`config.mk`:
```
export PLATFORM = sky130hd
export DESIGN_NAME = vec_inst_dispatch
export DESIGN_NICKNAME = d
export VERILOG_FILES = /design/src/rtl/vec_pkg.sv /design/src/rtl/vec_inst_fifo.sv /design/src/rtl/vec_inst_dispatch.sv
export SDC_FILE = /design/constraint.sdc
export NUM_CORES = 1
export LEC_CHECK = 0
export CORE_MARGIN = 5
export CORE_UTILIZATION = 25
export DETAILED_ROUTE_END_ITERATION = 12
export PLACE_DENSITY = 0.5
export SYNTH_ARGS = -nofsm -noshare
export SYNTH_HDL_FRONTEND = slang
export SYNTH_SLANG_ARGS = --single-unit
```
`constraint.sdc`:
```
create_clock -name clk -period 8.6 [get_ports clk]
set_input_delay 1.72 -clock clk [delete_from_list [all_inputs] [get_ports clk]]
set_output_delay 1.72 -clock clk [all_outputs]
set_load 0.03 [all_outputs]
```
`src/rtl/vec_pkg.sv`:
```
// vec_pkg: shared constants and types for the vector instruction dispatcher.
// Contents: OP-V opcode, vset funct3, dispatch FSM state enum, FIFO entry struct.
package vec_pkg;

    localparam logic [6:0] OPCODE_OPV   = 7'h57;
    localparam logic [2:0] FUNCT3_VSET  = 3'b111;
    localparam int         VEC_XLEN_DEF = 32;

    typedef enum logic {
        ST_RUN,
        ST_WAIT_VL
    } disp_state_e;

    // Default-width entry; the top builds an XLEN-sized equivalent for its FIFO.
    typedef struct packed {
        logic [31:0]             inst;
        logic [VEC_XLEN_DEF-1:0] rs1;
        logic [VEC_XLEN_DEF-1:0] rs2;
    } vec_entry_t;

endpackage

```
`src/rtl/vec_inst_fifo.sv`:
```
// vec_inst_fifo: synchronous FIFO holding dispatched vector instructions.
// Ports:
//   clk, rst      - clock, synchronous active-high reset
//   push_i        - write push_data_i (ignored while full)
//   push_data_i   - entry to store
//   pop_i         - drop the head entry (ignored while empty)
//   head_o        - current head entry
//   empty_o       - no entries stored
//   ready_o       - registered "not full", valid in the same cycle as the state it describes
module vec_inst_fifo
    import vec_pkg::*;
#(
    parameter int  DEPTH = 4,
    parameter type T     = vec_entry_t
) (
    input  logic clk,
    input  logic rst,
    input  logic push_i,
    input  T     push_data_i,
    input  logic pop_i,
    output T     head_o,
    output logic empty_o,
    output logic ready_o
);

    localparam int AW = $clog2(DEPTH);

    T              mem_q [DEPTH];
    logic [AW-1:0] wr_q;
    logic [AW-1:0] rd_q;
    logic [AW:0]   cnt_q;
    logic [AW:0]   cnt_d;
    logic          ready_q;
    logic          do_push;
    logic          do_pop;

    assign empty_o = cnt_q == '0;
    assign ready_o = ready_q;
    assign head_o  = mem_q[rd_q];
    assign do_push = push_i && ready_q;
    assign do_pop  = pop_i && !empty_o;
    assign cnt_d   = cnt_q + (AW+1)'(do_push) - (AW+1)'(do_pop);

    // Storage is cleared on reset so the head reads as zero out of reset.
    always_ff @(posedge clk) begin
        if (rst) begin
            wr_q    <= '0;
            rd_q    <= '0;
            cnt_q   <= '0;
            ready_q <= 1'b1;
            for (int i = 0; i < DEPTH; i++) mem_q[i] <= '0;
        end else begin
            if (do_push) begin
                mem_q[wr_q] <= push_data_i;
                wr_q        <= wr_q + 1'b1;
            end
            if (do_pop) rd_q <= rd_q + 1'b1;
            cnt_q   <= cnt_d;
            ready_q <= cnt_d != (AW+1)'(DEPTH);
        end
    end

endmodule

```
`src/rtl/vec_inst_dispatch.sv`:
```
// vec_inst_dispatch: buffers OP-V instructions from a scalar core and issues them to a
// vector co-processor, stalling after each vset* until the new vl returns, then writing
// min(vl, VLMAX) back to the scalar rd.
// Ports:
//   clk, rst                          - clock, synchronous active-high reset
//   s_inst_i, s_rs1_i, s_rs2_i        - instruction and operands from the scalar core
//   s_valid_i / s_ready_o             - scalar-side handshake
//   v_inst_o, v_rs1_o, v_rs2_o        - FIFO head to the co-processor decoder
//   v_valid_o / v_ready_i             - co-processor-side handshake
//   v_vl_valid_i, v_vl_i              - new-vl response after a vset*
//   wb_valid_o, wb_rd_o, wb_data_o    - scalar rd writeback pulse
//   illegal_o                         - pulse after a non-OP-V word is dropped
//   busy_o                            - FIFO non-empty or waiting for vl
//   perf_issued_o, perf_stall_o       - saturating counters, only with VEC_DISPATCH_PERF_EN
module vec_inst_dispatch
    import vec_pkg::*;
#(
    parameter int XLEN       = 32,
    parameter int VLMAX      = 512,
    parameter int FIFO_DEPTH = 4
) (
    input  logic            clk,
    input  logic            rst,
    input  logic [31:0]     s_inst_i,
    input  logic [XLEN-1:0] s_rs1_i,
    input  logic [XLEN-1:0] s_rs2_i,
    input  logic            s_valid_i,
    output logic            s_ready_o,
    output logic [31:0]     v_inst_o,
    output logic [XLEN-1:0] v_rs1_o,
    output logic [XLEN-1:0] v_rs2_o,
    output logic            v_valid_o,
    input  logic            v_ready_i,
    input  logic            v_vl_valid_i,
    input  logic [XLEN-1:0] v_vl_i,
    output logic            wb_valid_o,
    output logic [4:0]      wb_rd_o,
    output logic [XLEN-1:0] wb_data_o,
    output logic            illegal_o,
    output logic            busy_o
`ifdef VEC_DISPATCH_PERF_EN
    ,
    output logic [31:0]     perf_issued_o,
    output logic [31:0]     perf_stall_o
`endif
);

    typedef struct packed {
        logic [31:0]     inst;
        logic [XLEN-1:0] rs1;
        logic [XLEN-1:0] rs2;
    } entry_t;

    disp_state_e     state_q;
    logic [4:0]      rd_q;
    logic            wb_valid_q;
    logic [4:0]      wb_rd_q;
    logic [XLEN-1:0] wb_data_q;
    logic            illegal_q;
    entry_t          head;
    entry_t          push_data;
    logic            empty;
    logic            accept;
    logic            is_opv;
    logic            pop;
    logic [XLEN-1:0] vl_clamped;

    assign accept     = s_valid_i && s_ready_o;
    assign is_opv     = s_inst_i[6:0] == OPCODE_OPV;
    assign push_data  = '{inst: s_inst_i, rs1: s_rs1_i, rs2: s_rs2_i};
    assign v_valid_o  = !empty && state_q == ST_RUN;
    assign pop        = v_valid_o && v_ready_i;
    assign v_inst_o   = head.inst;
    assign v_rs1_o    = head.rs1;
    assign v_rs2_o    = head.rs2;
    assign vl_clamped = v_vl_i > XLEN'(VLMAX) ? XLEN'(VLMAX) : v_vl_i;
    assign wb_valid_o = wb_valid_q;
    assign wb_rd_o    = wb_rd_q;
    assign wb_data_o  = wb_data_q;
    assign illegal_o  = illegal_q;
    assign busy_o     = !empty || state_q == ST_WAIT_VL;

    vec_inst_fifo #(
        .DEPTH (FIFO_DEPTH),
        .T     (entry_t)
    ) u_fifo (
        .clk         (clk),
        .rst         (rst),
        .push_i      (accept && is_opv),
        .push_data_i (push_data),
        .pop_i       (pop),
        .head_o      (head),
        .empty_o     (empty),
        .ready_o     (s_ready_o)
    );

    // Issue stalls after a vset* pops until the co-processor returns vl; the
    // writeback pulse follows the response by one cycle.
    always_ff @(posedge clk) begin
        if (rst) begin
            state_q    <= ST_RUN;
            rd_q       <= '0;
            wb_valid_q <= 1'b0;
            wb_rd_q    <= '0;
            wb_data_q  <= '0;
            illegal_q  <= 1'b0;
        end else begin
            illegal_q  <= accept && !is_opv;
            wb_valid_q <= 1'b0;
            case (state_q)
                ST_RUN: begin
                    if (pop && head.inst[14:12] == FUNCT3_VSET) begin
                        state_q <= ST_WAIT_VL;
                        rd_q    <= head.inst[11:7];
                    end
                end
                ST_WAIT_VL: begin
                    if (v_vl_valid_i) begin
                        state_q    <= ST_RUN;
                        wb_valid_q <= 1'b1;
                        wb_rd_q    <= rd_q;
                        wb_data_q  <= vl_clamped;
                    end
                end
                default: state_q <= ST_RUN;
            endcase
        end
    end

`ifdef VEC_DISPATCH_PERF_EN
    logic [31:0] perf_issued_q;
    logic [31:0] perf_stall_q;
    logic        stall;

    assign stall         = state_q == ST_WAIT_VL || (v_valid_o && !v_ready_i);
    assign perf_issued_o = perf_issued_q;
    assign perf_stall_o  = perf_stall_q;

    always_ff @(posedge clk) begin
        if (rst) begin
            perf_issued_q <= '0;
            perf_stall_q  <= '0;
        end else begin
            if (pop && perf_issued_q != '1) perf_issued_q <= perf_issued_q + 1'b1;
            if (stall && perf_stall_q != '1) perf_stall_q <= perf_stall_q + 1'b1;
        end
    end
`endif

endmodule

```
==> flow_summary.json, run 1 <==
{
  "synth_largest_area_cell": "edfxtp_1",
  "first_pass_grt_wire_length_um": 72300,
  "yosys_register_bits": 439,
  "cts_post_setup_buffers_inserted": 0,
  "timing.final.crit_share_pct": 62.7,
  "yosys.area.top_type_share_pct": 62.8,
  "cts_num_sinks": 439,
  "cts_htree_levels": 2,
  "slew_headroom_pct": 28.1,
  "route.vias.total": 10379,
  "cts_root_buffer": "clkbuf_16",
  "final-instance-count-excl-fill": 2410,
  "grt_antenna_before_repair": 9,
  "startpoint_type": "primary input",
  "placement.cell_area_um2": 22200,
  "yosysWarnings": 0,
  "route.detailed.wl_per_inst_um": 20.5,
  "cts_resized": 0,
  "ys_dominant_reg_cell": "edfxtp_1",
  "route.final.wire_length_um": 49300,
  "buffer_ports.inserted": 270,
  "fin_area_um2": 23800,
  "synth.area.top_cells": "edfxtp_1, and2_1, mux4_2, dfxtp_1, clkbuf_1",
  "placement_rows": 99,
  "drive_above_1_share_pct": 13.7,
  "leading_cell_types_in_the_layout_fill_and_taps_excluded": "edfxtp_1, and2_1, clkdlybuf4s50_1, mux4_2, dfxtp_1",
  "postLayoutCoreUtil_pct": 32.7,
  "post-dp-hpwl_um": 28100,
  "mostFrequentLayoutCell": "edfxtp_1",
  "initialDrtViolationCount": 628,
  "finalWorstSetupSlack_ns": 3.21,
  "dieHeight_um": 281,
  "number_of_max_slew_violations_in_the_final_report": 0,
  "clock-skew-final_ns": 0.0105,
  "syn-instance-count": 1135,
  "syn_avg_cell_area_um2": 16.2,
  "cts_inserted_buffers": 51,
  "worst_pin_slew_ns": 1.08,
  "max-clock-path-buffers": 3,
  "area_growth_syn_to_layout_pct": 29.7,
  "die_footprint_um2": 79000,
  "cp.arrival_ns": 5.57,
  "max_cap_viol_count": 0,
  "number_of_instances_in_the_placed_design": 2313,
  "die_w_um": 281,
  "floorplan.io_pins": 271,
  "effective_utilization_at_floorplan_pct": 25.2,
  "synth_enable_flop_cells": 384,
  "grt.overflow.total": 0,
  "synth_seq_area_share_pct": 68.8,
  "vias_in_the_first_global_route": 11252,
  "cts_tree": "built",
  "synth-async-reset-ratio_pct": 0,
  "critical_path_required_ns": 8.78,
  "groute.usage.overall_pct": 12.2,
  "drt.antenna.violating_nets": 0,
  "maximum_vdd_ir_drop_mv": 0.215,
  "status": "finished, final reports clean",
  "criticalPathCategory": "primary input to flip-flop",
  "clkLatencyLatePin_ns": 0.57,
  "fmax_mhz": 185,
  "final-setup-viol-count": 0,
  "crit_path_end_kind": "flip-flop",
  "ys_types": 39,
  "place_congestion": 0.700,
  "post_synth_instance_area_um2": 18400,
  "dr.pass1.iters": 4,
  "dpl_worst_slack_ns": 2.55,
  "grt_setup_unrepaired": "false",
  "largest_net_degree_at_the_start_of_global_routing": 97,
  "finalHoldViolCount": 0,
  "power.leakage_nw": 8.26,
  "finalWorstPathRequiredPeriod_ns": 5.39,
  "setup_total_negative_slack_ns": 0,
  "powerDensity_nw_per_um2": 252,
  "core_area_um2": 73000,
  "crit_fanout": 62,
  "nNetsFinal": 1543,
  "post_cts_hold_buffer_count": 0,
  "holdCritPathClass": "flip-flop to flip-flop",
  "drt_drc_violations_left": 0,
  "routed_via_density": 4.31,
  "clkSlewWorstSetupHoldPaths_ns": 0.05
}
==> critical path, stage by stage <==
cell and delay (ns):
clkdlybuf4s50_1 0.41, buf_4 0.27, nand3b_4 0.24, or3_1 0.62, nor3b_4 0.26, buf_4 0.41
or2_4 0.59, buf_4 0.88
==> report_power, final <==
group | total, mW | switching (mW) | internal, mW | leakage, nW
registers | 2.44 | 0.0495 | 2.39 | 4.40
logic | 1.40 | 0.774 | 0.626 | 3.04
clock network | 2.17 | 0.859 | 1.31 | 0.822
==> cell families after synthesis <==
kind of cell    synth area share, %
fa+ha+maj                     0.245
compound gates                0.810
other cells                  0.0204
mux                            11.8
simple gates                   16.3
buf+inv                        1.82
xor+xnor                      0.286
flops                          68.8
==> per-layer routing <==
layer | GRT usage, % | vias to the layer above | part of all wire (%)
li1 | - | 4731 | -
met1 | 15.9 | 5282 | 44
met2 | 20.2 | 282 | 47
met3 | 3.63 | 72 | 7.0
met4 | 2.44 | 12 | 1.6
met5 | 0 | - | 0.16
==> metrics by stage <==
| step | hold WS, ns | total power [mW] |
|---|---|---|
| 2_1_floorplan | 0.428 | 3.33 |
| 3_3_place_gp | 0.443 | 3.92 |
| 3_5_place_dp | 0.444 | 3.92 |
| 4_1_cts | 0.458 | 6.13 |
| 5_1_grt | 0.477 | 6.28 |
| 6_report | 0.452 | 6.01 |
==> synth_stat cells, types with 4 or more instances <==
library cell and n:
o21ai_0 12, nor4_1 8, and2_1 380, buf_2 13, nand3_1 7, edfxtp_1 384, nor3b_1 4, dfxtp_1 55
xnor2_1 5, nand3b_1 16, nor2b_1 4, clkbuf_2 8, nor2_1 15, mux4_2 96, inv_1 7, clkbuf_1 49
nand2_1 15, nor3_1 17, a21oi_1 11
==> flip-flops by register name (all words and copies together) (netlist names), 2 cells and up, named ones only <==
signal        count
u_fifo.wr_q       2
u_fifo.cnt_q      3
wb_data_o        32
wb_rd_o           5
u_fifo.rd_q       2
rd_q              5
u_fifo.mem_q    384
==> final cells by class <==
cell class,count,area [um^2]
antenna,4,10.0
sequential,439,12600
tap,959,1200
timing repair buffer,286,2840
clock buffer,74,1450
multi-input combinational,622,5450
inverter,7,26.3
clock inverter,19,225
fill,7109,49100
==> path summary, 6_finish.rpt <==
kind	start	endpoint	slack, ns	cells past startpoint
worst max-delay path	rst	u_fifo.mem_q[2][71]	3.21	8
worst min-delay path	wb_data_o[17]	wb_data_o[17]	0.45	1
worst max register to register	u_fifo.ready_o	u_fifo.mem_q[2][71]	4.75	6
worst min register to register	wb_data_o[17]	wb_data_o[17]	0.45	1
Note: power is estimated with default switching activity, not from simulation.
==> run 2: changes to the inputs <==
PLACE_DENSITY = 0.51   (was 0.5)
clock period = 4.9 ns   (was 8.6 ns; I/O delays follow)
==> run 2 against run 1 <==
  * Cell area rose by 0.75%
  * Register-to-register slack got worse by 3.1 ns
  * Via count fell by 0.80%
==> flow_summary.json, run 2 (same netlist as run 1, synthesis figures left out) <==
{
  "die_footprint_um2": 79000,
  "critical_path.cell_chain": "buf_12 -> mux4_2 -> clkdlybuf4s50_1",
  "drive_above_1_share_pct": 13.8,
  "maximum_vdd_ir_drop_mv": 0.248,
  "cp_slowest_stage_delay_ns": 0.68,
  "critical_path_required_ns": 3.92,
  "power_frac_clock_pct": 35.6,
  "mostFrequentLayoutCell": "edfxtp_1",
  "die_w_um": 281,
  "nNetsFinal": 1546,
  "seq_power_share_pct": 40.7,
  "critical_path.slowest_cell": "clkdlybuf4s50_1",
  "power.switching_fraction_pct": 28.0,
  "cts_inserted_buffers": 50,
  "clkLatencyLatePin_ns": 0.58,
  "startpoint_type": "flip-flop",
  "cts_post_setup_buffers_inserted": 0,
  "timing.final.crit_share_pct": 76.3,
  "number_of_max_slew_violations_in_the_final_report": 0,
  "reg2reg_slack_ns": 1.69,
  "max_cap_viol_count": 0,
  "cts_num_sinks": 439,
  "final-setup-viol-count": 0,
  "dieHeight_um": 281,
  "routed_via_density": 4.26,
  "place_congestion": 0.709,
  "status": "finished, final reports clean",
  "combinationalPowerShare_pct": 23.7,
  "placement_rows": 99,
  "finalHoldViolCount": 0,
  "timing.hold.ws_ns": 0.454,
  "first_pass_grt_wire_length_um": 71500,
  "area_growth_syn_to_layout_pct": 30.7,
  "post-dp-hpwl_um": 27700,
  "largest_net_degree_at_the_start_of_global_routing": 91,
  "largest-register": "u_fifo.mem_q",
  "postLayoutCoreUtil_pct": 32.9,
  "grt.overflow.total": 0,
  "initialDrtViolationCount": 564,
  "total_power_mw": 10.5,
  "core_area_um2": 73000,
  "dpl_worst_slack_ns": 0.916,
  "power.net_switching_mw": 2.95,
  "slew_headroom_pct": 30.4,
  "drt_drc_violations_left": 0,
  "internal_power_mw": 7.57,
  "crit_fanout": 38,
  "crit_family": "buffers and inverters",
  "post_cts_hold_buffer_count": 0,
  "power.leakage_nw": 8.32,
  "fmax_mhz": 267,
  "grt_antenna_before_repair": 0,
  "powerDensity_nw_per_um2": 438,
  "finalWorstPathRequiredPeriod_ns": 3.74,
  "effective_utilization_at_floorplan_pct": 25.2,
  "criticalPathCategory": "flip-flop to primary output",
  "cts_root_buffer": "clkbuf_16",
  "largest_register_ff_count": 384,
  "grt_setup_unrepaired": "false",
  "leading_cell_types_in_the_layout_fill_and_taps_excluded": "edfxtp_1, and2_1, clkdlybuf4s50_1, mux4_2, clkbuf_16",
  "route.final.wire_length_um": 48000,
  "route.detailed.wl_per_inst_um": 19.9,
  "route.vias.total": 10296,
  "clkSlewWorstSetupHoldPaths_ns": 0.06,
  "max-clock-path-buffers": 3,
  "vias_in_the_first_global_route": 11163,
  "crit_path_end_kind": "primary output",
  "placement.cell_area_um2": 22400,
  "number_of_instances_in_the_placed_design": 2317,
  "fin_area_um2": 24000,
  "number_of_buffer_and_inverter_instances_along_the_worst_setup_path": 2,
  "final-instance-count-excl-fill": 2416,
  "drt.antenna.violating_nets": 0,
  "buffer_ports.inserted": 270,
  "groute.usage.overall_pct": 12.0,
  "dr.pass1.iters": 4,
  "floorplan.io_pins": 271,
  "finalWorstSetupSlack_ns": 1.16,
  "cts_tree": "built",
  "cts_htree_levels": 2,
  "clock-skew-final_ns": 0.0196,
  "setup_total_negative_slack_ns": 0,
  "cp.arrival_ns": 2.76,
  "cts_resized": 0,
  "worst_pin_slew_ns": 1.04,
  "holdCritPathClass": "flip-flop to flip-flop"
}
==> run 2: cell count changes in the layout (fill, tap and decap cells not counted), moves of 2 or more <==
cell / change
clkinv_2: +2
buf_12: +14
inv_6: -2
clkinv_1: +3
buf_4: -10
diode_2: +3
clkbuf_1: -2
clkbuf_8: -4
clkbuf_16: +2
==> run 2: worst register-to-register path, delay by kind of cell, from the launching register on <==
kind / cells / cell delay [ns]
AND/OR/NAND/NOR: 1 / 0.90
buffers and inverters: 2 / 0.68
flip-flops: 1 / 0.66
AO/OA/AOI/OAI: 1 / 0.59
==> run 2: final cells by class <==
| cell class | instances | area, um^2 |
|---|---|---|
| multi-input combinational | 622 | 5450 |
| timing repair buffer | 290 | 3040 |
| antenna | 7 | 17.5 |
| sequential | 439 | 12600 |
| tap | 959 | 1200 |
| fill | 7002 | 48900 |
| clock buffer | 70 | 1430 |
| clock inverter | 22 | 205 |
| inverter | 7 | 26.3 |
==> run 2: power by group through the flow <==
stage	registers [mW]	logic, mW	clock network [mW]
6_report	4.28	2.49	3.75
5_1_grt	4.30	2.65	4.03
4_1_cts	4.29	2.56	3.88
3_5_place_dp	4.36	2.55	0
3_3_place_gp	4.36	2.56	0
2_1_floorplan	4.31	1.53	0
==> run 2: final timing paths <==
kind | from | to | cells past startpoint
setup reg to reg | u_fifo.wr_q[0] | u_fifo.mem_q[3][83] | 4
hold / removal | rd_q[3] | wb_rd_o[3] | 2
setup / recovery | flip-flop | v_inst_o[14] | 3
hold reg to reg | rd_q[3] | wb_rd_o[3] | 2
==> run 2: metal layers <==
| layer | GRT usage [%] | up-vias | routed length [um] |
|---|---|---|---|
| li1 | - | 4738 | - |
| met1 | 15.9 | 5200 | 20800 |
| met2 | 19.7 | 293 | 23000 |
| met3 | 2.89 | 65 | 3310 |
| met4 | 3.18 | 0 | 947 |
| met5 | 0 | - | 0 |
==> run 3: changes to the inputs <==
PLACE_DENSITY = 0.5   (was 0.51)
clock period = 3.6 ns   (was 4.9 ns; I/O delays follow)
==> run 3 against run 2 <==
  * First-iteration DRC count grew 4.3%
  * Combinational power rose by 45%
  * Hold slack gained 0.0012 ns
  * Routed wire length is 3.8% higher
  * Cell count up 0.46%
  * Clock skew rose by 0.0043 ns
  * Largest cell class unchanged
  * Highest routed layer is now met5
==> flow_summary.json, run 3 (same netlist as run 1, synthesis figures left out) <==
{
  "place_congestion": 0.730,
  "nNetsFinal": 1563,
  "status": "finished, final reports clean",
  "mostFrequentLayoutCell": "edfxtp_1",
  "groute.usage.overall_pct": 12.3,
  "routed-wl-met2_um": 22900,
  "die_footprint_um2": 79000,
  "floorplan.io_pins": 271,
  "cts_num_sinks": 439,
  "cts_resized": 0,
  "worst_pin_slew_ns": 1.13,
  "core_area_um2": 73000,
  "leading_cell_types_in_the_layout_fill_and_taps_excluded": "edfxtp_1, and2_1, clkdlybuf4s50_1, mux4_2, clkbuf_16",
  "critical_path_required_ns": 2.88,
  "route.vias.total": 10432,
  "route.final.wire_length_um": 49900,
  "critical_path.cell_chain": "buf_12 -> mux4_2 -> clkdlybuf4s50_1",
  "number_of_buffer_and_inverter_instances_along_the_worst_setup_path": 2,
  "effective_utilization_at_floorplan_pct": 25.2,
  "drt_drc_violations_left": 0,
  "cts_inserted_buffers": 51,
  "dr.pass1.iters": 5,
  "cts_htree_levels": 2,
  "grt_antenna_before_repair": 6,
  "buffer_ports.inserted": 270,
  "postLayoutCoreUtil_pct": 33.3,
  "cts_tree": "built",
  "cts_post_setup_buffers_inserted": 4,
  "startpoint_type": "flip-flop",
  "grt_setup_unrepaired": "false",
  "clock-skew-final_ns": 0.0239,
  "route.detailed.wl_per_inst_um": 20.5,
  "dieHeight_um": 281,
  "number_of_max_slew_violations_in_the_final_report": 0,
  "finalHoldViolCount": 0,
  "cp_slowest_stage_delay_ns": 0.69,
  "cts_root_buffer": "clkbuf_16",
  "initialDrtViolationCount": 588,
  "powerDensity_nw_per_um2": 608,
  "dr.max_layer_used": "met5",
  "area_growth_syn_to_layout_pct": 32.3,
  "timing.final.crit_share_pct": 92.0,
  "met1_length_um": 22800,
  "cp.arrival_ns": 2.59,
  "max-clock-path-buffers": 3,
  "largest_register_ff_count": 384,
  "critical_path.slowest_cell": "dfxtp_4",
  "placement_rows": 99,
  "finalWorstPathRequiredPeriod_ns": 3.31,
  "crit_family": "buffers and inverters",
  "power.leakage_nw": 8.47,
  "drt.antenna.violating_nets": 0,
  "clkLatencyLatePin_ns": 0.58,
  "crit_path_end_kind": "primary output",
  "max_cap_viol_count": 0,
  "largest-register": "u_fifo.mem_q",
  "criticalPathCategory": "flip-flop to primary output",
  "slew_headroom_pct": 24.5,
  "final-setup-viol-count": 0,
  "die_w_um": 281,
  "grt.overflow.total": 0,
  "clkSlewWorstSetupHoldPaths_ns": 0.06,
  "first_pass_grt_wire_length_um": 73400,
  "routed_via_density": 4.30,
  "maximum_vdd_ir_drop_mv": 0.306,
  "largest_net_degree_at_the_start_of_global_routing": 91,
  "setup_total_negative_slack_ns": 0,
  "crit_fanout": 29,
  "vias_in_the_first_global_route": 11227,
  "fmax_mhz": 302,
  "post_cts_hold_buffer_count": 0,
  "post-dp-hpwl_um": 29000,
  "drive_above_1_share_pct": 15.0,
  "dr_wl_met3_um": 3330,
  "holdCritPathClass": "flip-flop to flip-flop"
}
## run 3: changes by cell type in the layout (fill, tap and decap cells not counted), moves of 3 or more
cell,delta
diode_2,-5
buf_12,+7
bufinv_16,+3
clkbuf_1,-5
buf_4,+9
## run 3: final cells by class
| cell class | count | area [um^2] |
|---|---|---|
| multi-input combinational | 622 | 5450 |
| timing repair buffer | 306 | 3250 |
| inverter | 7 | 26.3 |
| sequential | 439 | 12600 |
| fill | 7039 | 48700 |
| antenna | 2 | 5.00 |
| tap | 959 | 1200 |
| clock buffer | 66 | 1430 |
| clock inverter | 26 | 304 |
## run 3: path summary, 6_finish.rpt
check,depth (start not counted),slack [ns],to,start
worst max-delay path,3,0.29,v_inst_o[21],flip-flop
worst max register to register,4,1.10,u_fifo.mem_q[3][47],u_fifo.wr_q[0]
worst min-delay path,1,0.46,wb_data_o[26],wb_data_o[26]
worst min register to register,1,0.46,wb_data_o[26],wb_data_o[26]
## run 3: power breakdown
group,internal [mW],switching [mW]
logic,1.67,1.93
registers,5.71,0.101
clock network,3.29,2.08
## run 3: metrics by stage
step                worst slack, ns  hold slack, ns  instance area (um^2)  power [mW]  instances
floorplan                    0.0586           0.428                 18400        7.95       1142
global placement              0.354           0.441                 22500        9.55       2329
detailed placement            0.372           0.444                 22500        9.55       2329
CTS                           0.151           0.456                 24300        15.1       2425
global route                  0.137           0.478                 24300        15.4       2425
finish                        0.288           0.455                 24300        14.8       2427
## run 3: routing by layer
metal | global-route usage, % | vias to the layer above
li1 | - | 4757
met1 | 16.9 | 5296
met2 | 19.8 | 301
met3 | 3.35 | 70
met4 | 2.52 | 8
met5 | 0 | -
==> edit 1: new RTL, flow settings as in run 3 <==
Add a define of `VEC_DISPATCH_PERF_EN`.
--- a/src/rtl/vec_inst_dispatch.sv
+++ b/src/rtl/vec_inst_dispatch.sv
@@ -12,6 +12,8 @@
 //   illegal_o                         - pulse after a non-OP-V word is dropped
 //   busy_o                            - FIFO non-empty or waiting for vl
 //   perf_issued_o, perf_stall_o       - saturating counters, only with VEC_DISPATCH_PERF_EN
+`define VEC_DISPATCH_PERF_EN
+
 module vec_inst_dispatch
     import vec_pkg::*;
 #(
Behaviour (old outputs only; new: perf_issued_o and perf_stall_o): no difference found for any inputs over 4 cycles, from zero or initial values and one cycle with rst high; that may be too few to reach the edited logic, so the function may still have changed.
==> edit 1 against run 3 <==
  * Power up 9.0%
  * Worst hold slack worse by 0.0010 ns
  * Wire length grew 22%
  * Cell area increased by 17%
  * Final cell count increased by 26%
  * Synthesized area increased by 17%
  * Non-clock buffer count rose by 75
  * Worst setup slack lost 0.065 ns
  * Sequential cell count grew 64
  * Largest power group unchanged
==> edit 1: results (changes against run 3) <==
** Worst setup path
- The number of cell instances on the worst register-to-register path came to 7 (was 4).
- CP arrival :: 2.66 ns (was 2.59 ns)
- Highest fanout seen on the critical path :: 28 (was 29)
- Delay of the slowest critical-path stage :: 0.67 ns (was 0.69 ns)
- Crit path max-delay cell type :: sky130_fd_sc_hd__clkdlybuf4s50_1 (was sky130_fd_sc_hd__dfxtp_4)

** Routing
- The violation count after the first detailed-route iteration was 726 (was 588).
- The average wire length per cell after detail routing was 20.0 µm (was 20.5 µm).

** Synth
- Xor/xnor cell area share of the yosys netlist :: 0.00650 (was 0.00286)
- The synthesized-area fraction occupied by ao, oa, aoi and oai cells is 0.0355 (was 0.00810).
- Portion of netlist area occupied by mux cells :: 0.105 (was 0.118)
- Cell types with the largest area share after synthesis: sky130_fd_sc_hd__edfxtp_1, sky130_fd_sc_hd__dfxtp_1, sky130_fd_sc_hd__and2_1 (was sky130_fd_sc_hd__edfxtp_1, sky130_fd_sc_hd__and2_1, sky130_fd_sc_hd__mux4_2).
- Post-synthesis sequential area ratio :: 0.646 (was 0.688)

** Timing
- Normalized max-slew margin :: 0.434 (was 0.245)
- The worst clock skew was 0.0199 ns (was 0.0239 ns).

** Pwr
- Combinational power share :: 0.235 (was 0.244)
- The maximum ir drop on the vdd rail was 0.386 mV (was 0.306 mV).
- Portion of total power attributed to the clock network :: 0.360 (was 0.363)
- The leakage power was 9.72 nW (was 8.47 nW).

** Cells and area
- Number of nets in the finished design :: 1999 (was 1563)
- The share of final-layout standard cells stronger than drive strength 1 came to 0.133 (was 0.150).

** Status
- Outcome :: complete, no violations (unchanged)

** Clock network
- Clock Latency Late Sink :: 0.63 ns (was 0.58 ns)
- The number of buffers created by CTS was 59 (was 51).

** Place
- Placed wire-length estimate after detailed placement :: 38.6 mm (was 29.0 mm)
- The routability congestion estimate from global placement was 0.743 (was 0.730).

** Min path
- The worst hold path depth is 2 (was 1).

** Global routing
- The wire length of the first global-routing pass is 90.3 mm (was 73.4 mm).
- Overall track demand over capacity in global routing :: 0.129 (was 0.123)
- The initial antenna violation count was 8 (was 6).
- Met2 usage in global routing :: 0.221 (was 0.198)
-- edit 1: through the flow --
| stage | power, mW | area (µm²) | std cells |
|---|---|---|---|
| floorplan | 8.84 | 21600 | 1517 |
| global placement | 10.5 | 26500 | 2941 |
| detailed placement | 10.5 | 26500 | 2941 |
| CTS | 16.4 | 28400 | 3052 |
| global route | 16.8 | 28400 | 3052 |
| finish | 16.1 | 28500 | 3056 |
-- edit 1: final cells by class --
type	instances	area, µm²	share of cell area
flip-flops and latches	503	13900	0.489
multi-input cells	904	7240	0.254
well taps	1144	1430	0.0503
clock buffers	77	1580	0.0555
repair buffers	381	3940	0.139
clock inverters	31	285	0.0100
inverters	12	45.0	0.00158
diodes	4	10.0	0.000352
-- edit 1: routing by layer --
metal  wire length [µm]  share of wire
met5                 50        0.00082
met4               1170          0.019
met3               4120          0.068
met2              29800           0.49
met1              25800           0.42
-- edit 1: cell families (layout without fill, tap and decap cells) --
family | Yosys count | after routing
xor+xnor | 16 | 16
flops | 503 | 503
buf+inv | 110 | 501
mux | 106 | 106
compound gates | 125 | 125
fa+ha+maj | 5 | 5
simple gates | 644 | 644
other cells | 1 | 12
-- edit 1: worst max-delay path: cells and delay by family (launching register included) --
kind / cells / cell delay [ns]
buffers and inverters: 2 / 1.12
DFF: 1 / 0.46
muxes: 1 / 0.44
-- edit 1: final timing paths --
path / start / to / slack, ns
setup / recovery: register / v_inst_o[8] / 0.22
hold / removal: rd_q[0]$_SDFFE_PP0P_ / wb_rd_o[0]$_SDFFE_PP0P_ / 0.45
hold reg to reg: rd_q[0]$_SDFFE_PP0P_ / wb_rd_o[0]$_SDFFE_PP0P_ / 0.45
setup reg to reg: perf_issued_o[0]$_SDFFE_PP0P_ / perf_issued_o[1]$_SDFFE_PP0P_ / 0.93
==> edit 2: new RTL, config.mk and constraints of run 3 <==
Made on the original files. The parameter `FIFO_DEPTH` goes from 4 to 8.
--- a/src/rtl/vec_inst_dispatch.sv
+++ b/src/rtl/vec_inst_dispatch.sv
@@ -17,7 +17,7 @@
 #(
     parameter int XLEN       = 32,
     parameter int VLMAX      = 512,
-    parameter int FIFO_DEPTH = 4
+    parameter int FIFO_DEPTH = 8
 ) (
     input  logic            clk,
     input  logic            rst,
Function: not settled (the Yosys comparison gave no result); the edit may change what the design does.
==> edit 2 against run 3 <==
  * Sequential cell count is 388 higher
  * Sequential share of layout area grew 2.0 points
  * Wire length increased by 110%
  * Worst setup slack lost 0.19 ns
  * Power increased by 82%
  * Cell area increased by 85%
  * Register-to-register slack lost 0.23 ns
  * Sequential power up 89%
  * Die area grew 93%
  * Global-route usage grew 1.1 points
  * Synthesized area grew 97%
  * Synthesized cell count grew 93%
  * Critical path type unchanged
  * Largest cell class unchanged
==> edit 2: results (changes against run 3) <==
** Cells and area
- Share of layout cells above drive strength 1 :: 0.214 (was 0.150)
- The number of standard cells in the layout, taps in and fillers out came to 4510 (was 2427).
- Flip-flop count of the largest register after layout :: 768 (was 384)
- Number of nets in the finished design :: 2661 (was 1563)

** Pwr
- The maximum ir drop on the vdd rail is 0.323 mV (was 0.306 mV).
- The switching power was 7.66 mW (was 4.11 mW).
- The leakage power was 15.8 nW (was 8.47 nW).

** Synth
- The adder-cell share of the synthesized area is 0.00298 (was 0.00245).
- The xor/xnor share of the synthesized area was 0.00145 (was 0.00286).
- The number of enable flip-flop cells after synthesis came to 768 (was 384).
- Cell types with the largest area share after synthesis: sky130_fd_sc_hd__edfxtp_1, sky130_fd_sc_hd__and2_1, sky130_fd_sc_hd__mux4_2 (unchanged).
- The gate count after technology mapping is 2195 (was 1135).
- Unique masters post-synth :: 46 (was 39)
- Complex-gate fraction of the synthesized area :: 0.00273 (was 0.00810)
- List of most frequent post-synthesis cells :: sky130_fd_sc_hd__edfxtp_1, sky130_fd_sc_hd__and2_1, sky130_fd_sc_hd__mux4_2 (unchanged)
- Post-synthesis sequential area ratio :: 0.671 (was 0.688)

** Worst setup path
- The peak per-stage delay on the critical path was 0.48 ns (was 0.69 ns).
- CP arrival :: 2.78 ns (was 2.59 ns)
- The top fanout value on the critical path was 22 (was 29).
- The internal reg-to-reg setup slack was 0.87 ns (was 1.10 ns).
- The worst setup path endpoint is v_rs1_o[27] (was v_inst_o[21]).
- Register-to-Register Path Depth :: 12 (was 4)
- Crit Reg-Reg Startpoint :: u_fifo.cnt_q[2]$_SDFF_PP0_ (was u_fifo.wr_q[0]$_SDFFE_PP0P_)

** Routing
- Number of DRC markers after the initial detailed-route iteration :: 1265 (was 588)
- Total via count in the routed design :: 19343 (was 10432)

** Timing
- The achievable clock frequency is 285 MHz (was 302 MHz).
- The final-layout worst hold slack is 0.291 ns (was 0.455 ns).

** Global routing
- Overall track demand over capacity in global routing :: 0.134 (was 0.123)
- The number of global-route vias before repair was 20290 (was 11227).
- The initial antenna violation count was 18 (was 6).

** Clock network
- CTS Buf Count :: 95 (was 51)
- Total number of H-tree levels :: 3 (was 2)
- Post-cts resize count :: 194 (was 0)
- The clock latency at the later pin of the worst-skew pair is 0.69 ns (was 0.58 ns).

** Place
- The count of placed standard cells including taps was 4310 (was 2329).
- The detailed placer's ending HPWL came to 64.1 mm (was 29.0 mm).

** Min path
- Hold Crit Class :: input pin to register (was register to register)

** Status
- Outcome :: complete, no violations (unchanged)
edit 2: worst reg2reg max path, stage by stage, from the launching register on:
cell,delay [ns]
sky130_fd_sc_hd__dfxtp_1,0.30
sky130_fd_sc_hd__inv_1,0.07
sky130_fd_sc_hd__ha_1,0.14
sky130_fd_sc_hd__nor3b_1,0.42
sky130_fd_sc_hd__nor3b_1,0.13
sky130_fd_sc_hd__ha_1,0.31
sky130_fd_sc_hd__inv_1,0.05
sky130_fd_sc_hd__ha_1,0.15
sky130_fd_sc_hd__inv_1,0.06
sky130_fd_sc_hd__fa_1,0.40
sky130_fd_sc_hd__xor2_1,0.18
sky130_fd_sc_hd__nand3b_1,0.10
sky130_fd_sc_hd__or3_1,0.30
edit 2: stage by stage:
stage	setup slack, ns	area (µm²)
after floorplan	0.0312	36200
after global placement	0.281	41800
after detailed placement	0.270	41800
after CTS	-0.121	44800
after global routing	-0.0306	44900
final	0.0954	44900
edit 2: layout make-up:
cell class | instances | area, µm² | share of cell area
Timing Repair Buffer | 360 | 3970 | 0.0885
Inverter | 10 | 37.5 | 0.000836
Clock buffer | 137 | 2590 | 0.0576
Multi-Input combinational cell | 1226 | 11300 | 0.252
Tap cell | 1903 | 2380 | 0.0530
Antenna cell | 6 | 15.0 | 0.000334
Clock inverter | 41 | 354 | 0.00788
Sequential cell | 827 | 24300 | 0.540
edit 2: how the worst min path moves through the flow:
stage,startpoint,endpoint,cells after the start
after floorplan,rd_q[0]$_SDFFE_PP0P_,wb_rd_o[0]$_SDFFE_PP0P_,2
after global placement,wb_data_o[0]$_SDFFE_PP0P_,wb_data_o[0]$_SDFFE_PP0P_,2
after detailed placement,wb_data_o[27]$_SDFFE_PP0P_,wb_data_o[27]$_SDFFE_PP0P_,1
after CTS,rst,u_fifo.wr_q[1]$_SDFFE_PP0N_,2
after global routing,rst,u_fifo.wr_q[1]$_SDFFE_PP0N_,2
final,rst,u_fifo.wr_q[0]$_SDFFE_PP0N_,2
edit 2: cell families after synthesis:
family,Yosys count
AO/OA/AOI/OAI,18
XOR/XNOR,6
flip-flops,827
AND/OR/NAND/NOR,881
adder cells (fa/ha/maj),8
other,1
buffers and inverters,157
multiplexers,297
edit 2: power groups by stage:
stage	clock (mW)	combinational, mW	sequential, mW
floorplan	0	4.09	11.1
global placement	0	6.76	11.2
detailed placement	0	6.74	11.2
CTS	9.50	6.73	11.0
global route	9.89	7.11	11.0
finish	9.23	6.66	11.0
edit 2: per-layer routing:
metal | part of all wire | track usage | vias up
met5 | 0.00044 | 0 | -
met4 | 0.016 | 0.0257 | 8
met3 | 0.060 | 0.0361 | 125
met2 | 0.47 | 0.215 | 446
met1 | 0.45 | 0.184 | 9958
li1 | - | - | 8806
